## config.mk

```make
export PLATFORM = sky130hd
export DESIGN_NAME = pipe_stage_skid
export DESIGN_NICKNAME = d
export VERILOG_FILES = /design/src/rtl/pipe_stage_skid.sv
export SDC_FILE = /design/constraint.sdc
export NUM_CORES = 1
export LEC_CHECK = 0
export BUFFER_PORTS_ARGS = -buffer_cell sky130_fd_sc_hd__buf_2
export CORE_UTILIZATION = 54
export DETAILED_ROUTE_END_ITERATION = 10
export PLACE_DENSITY = 0.8
export RECOVER_POWER = 50
export SLEW_MARGIN = 0
export SYNTH_ARGS = -nofsm -noshare
export SYNTH_HDL_FRONTEND = slang
export SYNTH_SLANG_ARGS = --single-unit
```

## constraint.sdc

```tcl
create_clock -name clk -period 5.1 [get_ports clk]
set_input_delay 0.51 -clock clk [delete_from_list [all_inputs] [get_ports clk]]
set_output_delay 0.51 -clock clk [all_outputs]
set_load 0.02 [all_outputs]
```

## src/rtl/pipe_stage_skid.sv

```systemverilog
// Inter-stage pipeline register with valid/ready handshake, a two-entry skid
// buffer for back-pressure and synchronous flush (bubble insert).
//
//  state   | meaning
//  --------+------------------------------------------------------------
//  S_EMPTY | nothing held, out_valid=0, in_ready=1          (occ=0)
//  S_ONE   | main entry held and presented, in_ready=1      (occ=1)
//  S_FULL  | main presented, skid holds the next entry,
//          | in_ready=0                                     (occ=2)
//
// The skid entry is valid exactly when the state is S_FULL, so its valid bit
// is carried by the state register rather than by a separate flop.
module pipe_stage_skid #(
    parameter int CTRL_W = 4,
    parameter int DATA_W = 32,
    parameter int DEST_W = 5
) (
    input  logic              clk,
    input  logic              rst,
    input  logic              flush,
    input  logic              in_valid,
    output logic              in_ready,
    input  logic [CTRL_W-1:0] in_ctrl,
    input  logic [DATA_W-1:0] in_alu,
    input  logic [DATA_W-1:0] in_rt,
    input  logic [DEST_W-1:0] in_dest,
    output logic              out_valid,
    input  logic              out_ready,
    output logic [CTRL_W-1:0] out_ctrl,
    output logic [DATA_W-1:0] out_alu,
    output logic [DATA_W-1:0] out_rt,
    output logic [DEST_W-1:0] out_dest,
    output logic [1:0]        occ
);

    typedef enum logic [1:0] {
        S_EMPTY = 2'd0,
        S_ONE   = 2'd1,
        S_FULL  = 2'd2
    } state_t;

    state_t            r_state;
    state_t            w_state_nxt;

    logic              r_main_valid;
    logic [CTRL_W-1:0] r_main_ctrl;
    logic [DATA_W-1:0] r_main_alu;
    logic [DATA_W-1:0] r_main_rt;
    logic [DEST_W-1:0] r_main_dest;

    logic [CTRL_W-1:0] r_skid_ctrl;
    logic [DATA_W-1:0] r_skid_alu;
    logic [DATA_W-1:0] r_skid_rt;
    logic [DEST_W-1:0] r_skid_dest;

    logic              w_in_fire;
    logic              w_out_fire;
    logic              w_load_main_in;
    logic              w_load_main_skid;
    logic              w_load_skid_in;
    logic              w_clr_main;

    assign w_in_fire  = in_valid & in_ready;
    assign w_out_fire = r_main_valid & out_ready;

    // State register.
    always_ff @(posedge clk or posedge rst) begin
        if (rst) begin
            r_state <= S_EMPTY;
        end else begin
            r_state <= w_state_nxt;
        end
    end

    // Next-state and datapath load selects; flush overrides every transition.
    always_comb begin
        w_state_nxt      = r_state;
        w_load_main_in   = 1'b0;
        w_load_main_skid = 1'b0;
        w_load_skid_in   = 1'b0;
        w_clr_main       = 1'b0;
        if (flush) begin
            w_state_nxt = S_EMPTY;
        end else begin
            case (r_state)
                S_EMPTY: begin
                    if (w_in_fire) begin
                        w_state_nxt    = S_ONE;
                        w_load_main_in = 1'b1;
                    end
                end
                S_ONE: begin
                    if (w_in_fire && w_out_fire) begin
                        w_load_main_in = 1'b1;
                    end else if (w_in_fire) begin
                        w_state_nxt    = S_FULL;
                        w_load_skid_in = 1'b1;
                    end else if (w_out_fire) begin
                        w_state_nxt = S_EMPTY;
                        w_clr_main  = 1'b1;
                    end
                end
                S_FULL: begin
                    if (w_out_fire) begin
                        w_state_nxt      = S_ONE;
                        w_load_main_skid = 1'b1;
                    end
                end
                default: begin
                    w_state_nxt = S_EMPTY;
                end
            endcase
        end
    end

    // Outputs: pure decode of registered state, so no in->out combinational path.
    always_comb begin
        in_ready  = 1'b1;
        occ       = 2'd0;
        case (r_state)
            S_EMPTY: begin
                in_ready = 1'b1;
                occ      = 2'd0;
            end
            S_ONE: begin
                in_ready = 1'b1;
                occ      = 2'd1;
            end
            S_FULL: begin
                in_ready = 1'b0;
                occ      = 2'd2;
            end
            default: begin
                in_ready = 1'b1;
                occ      = 2'd0;
            end
        endcase
        out_valid = r_main_valid;
        out_ctrl  = r_main_valid ? r_main_ctrl : '0;
        out_alu   = r_main_alu;
        out_rt    = r_main_rt;
        out_dest  = r_main_dest;
    end

    // Main entry: loaded from input or promoted from skid; data kept stale on drain.
    always_ff @(posedge clk or posedge rst) begin
        if (rst) begin
            r_main_valid <= 1'b0;
            r_main_ctrl  <= '0;
            r_main_alu   <= '0;
            r_main_rt    <= '0;
            r_main_dest  <= '0;
        end else if (flush) begin
            r_main_valid <= 1'b0;
            r_main_ctrl  <= '0;
            r_main_alu   <= '0;
            r_main_rt    <= '0;
            r_main_dest  <= '0;
        end else if (w_load_main_in) begin
            r_main_valid <= 1'b1;
            r_main_ctrl  <= in_ctrl;
            r_main_alu   <= in_alu;
            r_main_rt    <= in_rt;
            r_main_dest  <= in_dest;
        end else if (w_load_main_skid) begin
            r_main_valid <= 1'b1;
            r_main_ctrl  <= r_skid_ctrl;
            r_main_alu   <= r_skid_alu;
            r_main_rt    <= r_skid_rt;
            r_main_dest  <= r_skid_dest;
        end else if (w_clr_main) begin
            r_main_valid <= 1'b0;
        end
    end

    // Skid entry: captures the input arriving while main is stalled.
    always_ff @(posedge clk or posedge rst) begin
        if (rst) begin
            r_skid_ctrl <= '0;
            r_skid_alu  <= '0;
            r_skid_rt   <= '0;
            r_skid_dest <= '0;
        end else if (flush) begin
            r_skid_ctrl <= '0;
            r_skid_alu  <= '0;
            r_skid_rt   <= '0;
            r_skid_dest <= '0;
        end else if (w_load_skid_in) begin
            r_skid_ctrl <= in_ctrl;
            r_skid_alu  <= in_alu;
            r_skid_rt   <= in_rt;
            r_skid_dest <= in_dest;
        end
    end

endmodule

```

-- After elaboration in Yosys (flattened, before gate mapping)
Cells that the tools add are included.
- bits in writable memories: 0
- input bits: 78
- word-level logic and storage cells: 72
- register bits after elaboration: 149
- latch bits: 0
- bits in read-only memories: 0
- memories kept: 0
- output and inout port bits: 77
- shifts and indexed selects: 0
- add/sub/neg operators: 0
- $lt $le $gt $ge: 0
- divide/modulo/power cells: 0
- reductions and logical operators: 6
- multiplexer cells: 48
- eq/ne operators: 6
- multipliers: 0
- bitwise gates (word level): 2
- operators by type and width (operator ; count):
    two-way mux 32 bit ; 10
    two-way mux 5 bit ; 5
    two-way mux 4 bit ; 6
    two-way mux 1 bit ; 18
    two-way mux 2 bit ; 6
    inequality test 3 bit, second input constant ; 3
    one-hot mux 2 bit (3 select lines) ; 1
    inequality test 4 bit, second input constant ; 1
    one-hot mux 2 bit (2 select lines) ; 1
    AND reduction 4 bit ; 1
    nonzero test 4 bit ; 1
    nonzero test 3 bit ; 1
    AND 1 bit ; 2
    equality test 2 x 1 -> 1 bit, second input constant ; 1
    equality test 2 bit, second input constant ; 1
    zero test 2 bit ; 1
    one-hot mux 1 bit (2 select lines) ; 1
    nonzero test 2 bit ; 1
    logical AND 1 bit ; 1

-- Logic depth before layout (Yosys ltp)
Gate-level depths: netlist of run 1.
- depth after elaboration: 11
- depth in mapped cells: 7

-- Worst setup path after synthesis of run 1
No wires, ideal clock.
- path type: reg2reg
- start: reg r_state[0]
- end: reg r_main_ctrl[0]
- slack: 3.398 ns
- path buffers: 2
- stages on the path, launching flop included: 8
- required time: 4.977 ns
- setup time: 0.123 ns
- arrival time: 1.579 ns
- cell sequence: dfrtp_1 -> nor2b_4 -> inv_2 -> or3_4 -> buf_6 -> buf_6 -> o21ai_1 -> a2bb2oi_1
- longest elaborated chain between the ends: 9
- elaborated cells between the ends (all ways): 15
- classes of those cells: 2 x eq/ne; 9 x mux; 1 x bitwise; 3 x reduce/logical
- RTL lines (element ; line ; source):
    start, declared ; 42 ; state_t r_state;
    start signal, assigned ; 71 ; r_state <= w_state_nxt;
    equality test 2 bit (*) ; 120 ; case (r_state)
    two-way mux 1 bit (*) ; 120 ;
    net in_ready ; 22 ; output logic in_ready,
    AND 1 bit (*) ; 63 ; assign w_in_fire = in_valid & in_ready;
    logical AND 1 bit ; 93 ; if (w_in_fire && w_out_fire) begin
    two-way mux 1 bit ; 93 ;
    one-hot mux 1 bit (2 select lines) (*) ; 85 ; case (r_state)
    two-way mux 1 bit (*) ; 82 ; if (flush) begin
    two-way mux 4 bit ; 159 ; end else if (w_load_main_in) begin
    two-way mux 4 bit ; 153 ; end else if (flush) begin
    end signal, assigned ; 161 ; r_main_ctrl <= in_ctrl;
    end signal, assigned ; 167 ; r_main_ctrl <= r_skid_ctrl;
    end, declared ; 46 ; logic [CTRL_W-1:0] r_main_ctrl;
Mark *: on every way through the listed nets, which the timed path passes. The rest lies on a longest branch.
A chain may end at the register's enable or synchronous reset.

==> impl.org, run 1 <==
** Setup path
- The critical path starts at rst.
- STA classifies the critical path endpoint as an async pin.
- The critical path goes through clkbuf_1, inv_6, clkbuf_1.
- The slowest stage of the critical path belongs to the cell clkbuf_1.
- Data on the critical path arrives at its endpoint at 3050 ps.
- In this run the worst path has a maximum fanout of 107.
- Counting stages on the worst path, the most repeated cell is clkbuf_1.
- Slowest cell delay on critical path :: 1700 ps
- STA classifies the critical path startpoint as an input pin.
- Classification of the worst setup path :: in -> async
- Start of the worst register-to-register path :: out_valid
- STA puts the critical path data required time at 5160 ps.

** Timing
- Setup total negative slack on the finished layout was measured at 0 ps.
- Least-Margin Pin Slew :: 2280 ps
- The final critical path takes up 58.57% of the cycle.
- Final Hold Viols :: 0
- The worst path meets setup with 2113 ps of slack.
- Final count of negative-setup-slack endpoints :: 0
- For the final database, setup skew stands at 7.613 ps.
- The worst path needs 2987 ps of the cycle, external delays included.
- Max-slew violation total from the final report :: 44
- Based on the critical path, the design can be clocked at up to 0.3348 GHz.
- Max-slew headroom :: -51.99%
- Across all hold checks on the routed design, the worst slack comes to 318.8 ps.
- RSZ-0062 raised after global routing :: no

** Drt
- Remaining design rule violation count :: 0
- Average wire per cell in the routed design :: 18.86 um
- Antenna Violating Nets Remaining :: 0
- Vias per cell :: 5.772
- DR vias :: 4837
- Summed over all layers, the routed wires come to 15.80 mm.
- The pre-antenna-repair detailed-routing pass consisted of 4 iterations.
- For this block, the initial DRC count from the detailed router was 303.

** Clock network
- The tree built by TritonCTS fans out to 149 sinks.
- The later pin in the worst-skew pair is clocked with a latency of 420 ps.
- CTS hold repair buffers :: 0
- Clock-pin slew was measured on the worst setup and hold paths at 60 ps.
- Number of resized instances in the post-cts repair step :: 0
- The clock passes through at most 2 buffers.
- The clock tree synthesis step divided the H-tree into 4 levels.
- Number of buffers added for setup after CTS :: 0
- Buffers inserted during clock tree synthesis total 17.
- CTS Root Buffer Type :: clkbuf_16
- TritonCTS built the clock tree.

** Pwr
- Static leakage power :: 3.608 nW
- Power density over the cells :: 397.0 nW/um^2
- The worst-case IR drop observed on VDD is 0.0002060 V.

** Global route
- Wire length of the first global-routing pass :: 24.98 mm
- Aggregate global-route resource usage :: 24.59%
- The via count of the first global-routing pass came to 4710.
- Pin count of the biggest net entering global routing :: 108
- Global route total overflow :: 0
- The initial antenna violation count is 0.

** Final layout
- The multi-input combinational cells in the finished layout cover a total of 2844 um^2.
- Final #Nets :: 730
- Leaving out fill and tap cells, the most frequent cell in the layout is dfrtp_1.
- Commonest cells after routing, fill and taps aside :: dfrtp_1, buf_2, nand2_1
- From synthesis to final layout, the design area changed by 16.70%.
- Layout filler cell count :: 1017
- Final design instance area without fill :: 8159 um^2
- Sequential Area :: 3729 um^2
- Share of layout cells above drive strength 1 :: 41.05%

** Place
- DP Worst Slack :: 2247 ps
- The placed instances occupy a cell area of 7645 um^2.
- DP Wirelength :: 9.524 mm
- The count of buffers added on input and output ports is 154.
- The congestion estimate from routability-driven global placement came to 0.7314.

** Yosys
- The synthesized netlist contains 30 unique library cells.
- After synthesis, the mean cell area works out to 13.52 um^2.
- Gate count after technology mapping :: 517
- In the synthesized netlist the dominant register cell turns out to be dfrtp_1.
- The largest total area in the synthesized netlist belongs to dfrtp_1.
- Share of synthesized area occupied by flip-flops and latches :: 53.33%
- After synthesis the cells add up to 6992 um^2.
- Number of enable flip-flop cells after synthesis :: 0
- The synthesized design contains 149 register bits.
- Total nets after synthesis :: 595
- Yosys printed 0 warnings.
- Async set-reset flop share out of synthesis :: 100.0%
- Yosys attributes the largest share of cell area to dfrtp_1, a2bb2oi_2, a22o_1.
- In this run the biggest area consumer among cell types represents 53.33% of the synthesized area.

** Run status
- Violated checks :: max-capacitance violations, max-slew violations
- The run finished, with violations left.

** Die
- Number of placed I/O pins :: 155
- The initial utilization of the core area, before any placement, comes to 55.40%.
- Total core area :: 12620 um^2
- The floorplan has 41 rows.
- Die Y :: 115.8 um
- The die covers 13410 um^2.
- Die extent in x :: 115.8 um

** Min path
- The tightest min-delay check is of the in -> reg type.
- The worst hold path begins at in_rt[1].

** Job
- Max-cap violations in this run came to 1.
area by class of cell:
type | count | share of cell area [%]
well taps | 172 | 2.638
multi-input cells | 318 | 34.86
diodes | 1 | 0.03067
repair buffers | 163 | 9.155
clock buffers | 23 | 6.226
inverters | 3 | 0.1994
clock inverters | 9 | 1.196
flip-flops and latches | 149 | 45.70
logic make-up after synthesis:
kind of cell           count (synthesis)  share of synthesized area [%]
AND/OR/NAND/NOR                       89                          5.709
buffers and inverters                 50                          6.156
flip-flops                           149                          53.33
AO/OA/AOI/OAI                        229                          34.81
registers in the layout, summed over array words and instances (netlist names):
register and flops:
r_main_ctrl 4, out_valid 1, out_alu 32, out_dest 5
r_skid_alu 32, r_state 2, out_rt 32, r_skid_rt 32
r_skid_dest 5, r_skid_ctrl 4
final timing paths:
path	cells after the start	slack, ps	endpoint
max in group clk	5	2270	out_dest[0]
hold / removal	2	320	r_skid_rt[1]
min in group asynchronous	2	330	out_alu[11]
setup reg to reg	5	2270	out_dest[0]
hold reg to reg	1	500	r_skid_ctrl[0]
setup / recovery	3	2110	r_main_ctrl[3]
through the flow:
step	utilization [%]	power (mW)	instances
CTS	65.38	3.282	837
detailed placement	60.58	2.013	805
global route	64.63	3.367	837
floorplan	-	1.844	517
finish	64.65	3.239	838
global placement	60.58	1.993	805
critical path: cells and delay by family:
kind	cells	cell delay [ps]
buffers and inverters	3	2490
cell usage after synthesis (2+ instances only):
| library cell | count |
|---|---|
| a2bb2oi_2 | 70 |
| a22o_1 | 73 |
| a2bb2oi_1 | 3 |
| a211oi_1 | 2 |
| a31oi_1 | 2 |
| buf_2 | 14 |
| and2_1 | 4 |
| o21ai_1 | 4 |
| inv_1 | 2 |
| buf_6 | 30 |
| nor2_1 | 2 |
| clkbuf_1 | 3 |
| o31ai_1 | 2 |
| nand2_1 | 74 |
| dfrtp_1 | 149 |
| o21ai_2 | 69 |
layer usage:
layer | share of wire (%) | GRT usage (%) | up-vias
met5 | 0 | 0 | -
met4 | 1.5 | 10.17 | 0
met3 | 6.4 | 7.218 | 21
met2 | 47 | 36.55 | 159
met1 | 45 | 33.83 | 2456
li1 | - | - | 2201
power by group:
part	internal, mW	switching, mW
sequential	1.29	0.0880
combinational	0.253	0.343
clock	0.793	0.472
total	2.34	0.903
Power figures use the tool's default switching activity.
==> inputs of run 2 (changes only) <==
==> constraint.sdc (replaced) <==
create_clock -name clk -period 2.95 [get_ports clk]
set_input_delay 0.295 -clock clk [delete_from_list [all_inputs] [get_ports clk]]
set_output_delay 0.295 -clock clk [all_outputs]
set_load 0.02 [all_outputs]
==> run 2 against run 1 <==
- largest cell class unchanged
- non-clock buffer count increased by 5
- global-route usage increased by 0.67 points
- clock skew down 1.7 ps
- critical endpoint is now out_alu[5]
- the run still ends with max-capacitance violations, max-slew violations left
- sequential share of layout area decreased by 0.10 points
- register-to-register slack got worse by 1700 ps
- highest routed layer unchanged
==> impl.org, run 2 (synthesis results as in run 1) <==
** Drt
- After the first detailed-routing iteration, the DRC count stood at 331.
- Detailed-routed wire length on met2 :: 7.974 mm
- Wire length after detailed routing :: 16.05 mm
- The count of nets left with antenna violations once routing finished came out at 0.
- The highest metal layer carrying signal wires in the routed design is met4.
- Remaining design rule violation count :: 0
- Met3 wirelength from detailed routing :: 809 um
- In the routed layout, each cell is associated on average with a via count of 5.805.
- The pre-antenna-repair detailed-routing pass consisted of 4 iterations.
- DR vias :: 4888
- Average wire per cell in the routed design :: 19.06 um
- WL met1 :: 6.896 mm

** Die
- The floorplan has 41 rows.
- Die extent in x :: 115.8 um
- Total core area :: 12620 um^2
- In this run the count of I/O pins placed on the die edge is 155.
- The floorplan step set the die height to 115.8 um.
- Initial Utilization :: 55.40%
- Die Footprint :: 13410 um^2

** Place
- DP Wirelength :: 10.10 mm
- Count of input and output buffers :: 154
- Routability-driven placement finished with a final weighted congestion of 0.7660.

** Setup path
- For the worst setup path, the data arrival time is 2770 ps.
- Critical path startpoint :: out_valid
- Worst setup path endpoint :: out_alu[5]
- Classification of the worst setup path :: reg -> reg
- Start of the worst register-to-register path :: out_valid
- Reg-to-Reg End :: out_alu[5]
- Type of destination of the critical path :: flip-flop
- Reg2reg setup slack :: 520 ps
- At the worst endpoint, the required time is 3290 ps.
- Crit path max fanout :: 27
- Type of origin of the critical path :: flip-flop
- Logic depth of the worst register-to-register path :: 5

** Min path
- Worst hold-check path type :: in -> reg

** Global route
- Entering global routing, the biggest net connects 80 pins.
- The first global-routing pass estimated 25.76 mm of wire.
- Aggregate global-route resource usage :: 25.26%
- Initial antenna violation count :: 0
- The total overflow left after global routing is 0.
- Via count of the first global-routing pass :: 5045

** Pwr
- Power comes to 5.375 mW.
- Across the VDD grid, the largest voltage drop is 0.0003748 V.
- In this run the static leakage power is 3.707 nW.
- For this design the ratio of total power to cell area is 657.3 nW/um^2.

** Clock network
- The cell sitting at the root of the clock tree is a clkbuf_16.
- The number of hold buffers added after CTS was 0.
- Number of buffers added for setup after CTS :: 0
- TritonCTS built the clock tree.
- Clock Latency Late Sink :: 420 ps
- After clock tree synthesis, the repair step resized 0 gates.
- After clock tree synthesis, the clock-pin slew on the worst setup and hold paths is 60 ps.
- Buffers inserted during clock tree synthesis total 17.
- H-tree depth :: 4
- Clock tree buffer depth :: 2
- The clock drives 149 sinks.

** Final layout
- Leaving out fill and tap cells, the most frequent cell in the layout is dfrtp_1.
- The repair_antennas step left the layout with diodes totalling 0.
- The post-route netlist has 45.52% of its cells at a drive strength greater than 1.
- At the end of the flow, the number of nets in the layout was 735.
- The top cell types in the final layout, fill and taps aside, are dfrtp_1, buf_2, nand2_1.
- Relative to the synthesized area, the layout overhead comes to 16.96%.

** Timing
- Timing would allow up to 0.4120 GHz.
- Headroom to the max-slew limit came out at -25.39%.
- The final hold violation count came to 0.
- Shortest period the worst path allows :: 2427 ps
- Final count of negative-setup-slack endpoints :: 0
- Ratio of final minimum period to clock period :: 82.29%
- Clk_skew :: 5.937 ps
- Max-slew violation total from the final report :: 151
- Setup repair after global routing left no endpoint under its margin.
- Least-Margin Pin Slew :: 1881 ps
- Summed over all failing endpoints, the final setup total negative slack is 0 ps.

** Run status
- Violated checks :: max-capacitance violations, max-slew violations
- The run finished, with violations left.

** Job
- Across the run, the number of max-cap violations was 2.
run 2: cell count changes in the layout (fill, tap and decap cells not counted), sizes merged:
cell | before | now
diode | 1 | 0
inv | 3 | 2
clkinv | 6 | 4
clkbuf | 94 | 68
buf | 92 | 128
bufinv | 2 | 0
run 2: area by class of cell:
cell class	instances	area, um^2
clock buffers	28	506.7
clock inverters	4	20.02
fillers	982	4442
inverters	3	12.51
multi-input cells	318	2846
flip-flops and latches	149	3729
well taps	172	215.2
repair buffers	168	848.3
run 2: worst max-delay path: stages, from the launching register on:
cell,delay (ps)
dfrtp_1,550
nand2_1,170
or3_4,590
nand2_4,500
buf_4,360
a2bb2oi_2,160
run 2: worst min path at each step:
| stage | startpoint | end | slack (ps) | cells after the start |
|---|---|---|---|---|
| after global routing | in_alu[30] | r_skid_alu[30] | 100 | 2 |
| after floorplan | out_ready | r_state[1] | 390 | 1 |
| final | in_ctrl[3] | r_skid_ctrl[3] | 110 | 2 |
| after global placement | rst | r_skid_alu[26] | 450 | 3 |
| after CTS | rst | r_skid_ctrl[0] | 8 | 3 |
| after detailed placement | rst | r_skid_alu[26] | 460 | 3 |
run 2: routing by layer:
layer	vias to the layer above	GRT usage, %
met3	28	6.799
met2	142	40.75
li1	2208	-
met4	0	11.45
met5	-	0
met1	2510	31.93
run 2: report_power, final:
group / internal [mW] / total [mW] / switching [mW]
sequential: 2.23 / 2.38 / 0.150
combinational: 0.457 / 1.06 / 0.600
clock: 1.16 / 1.94 / 0.779
run 2: stage by stage:
step	cell area (um^2)	utilization, %	worst slack [ps]	cells	hold slack (ps)
2_1_floorplan	6995	-	780.0	517	386.1
3_3_place_gp	7719	61.16	641.6	810	446.7
3_5_place_dp	7719	61.16	548.8	810	458.3
4_1_cts	8245	65.34	522.9	842	8.194
5_1_grt	8178	64.80	413.7	842	101.5
6_report	8178	64.80	522.5	842	107.0
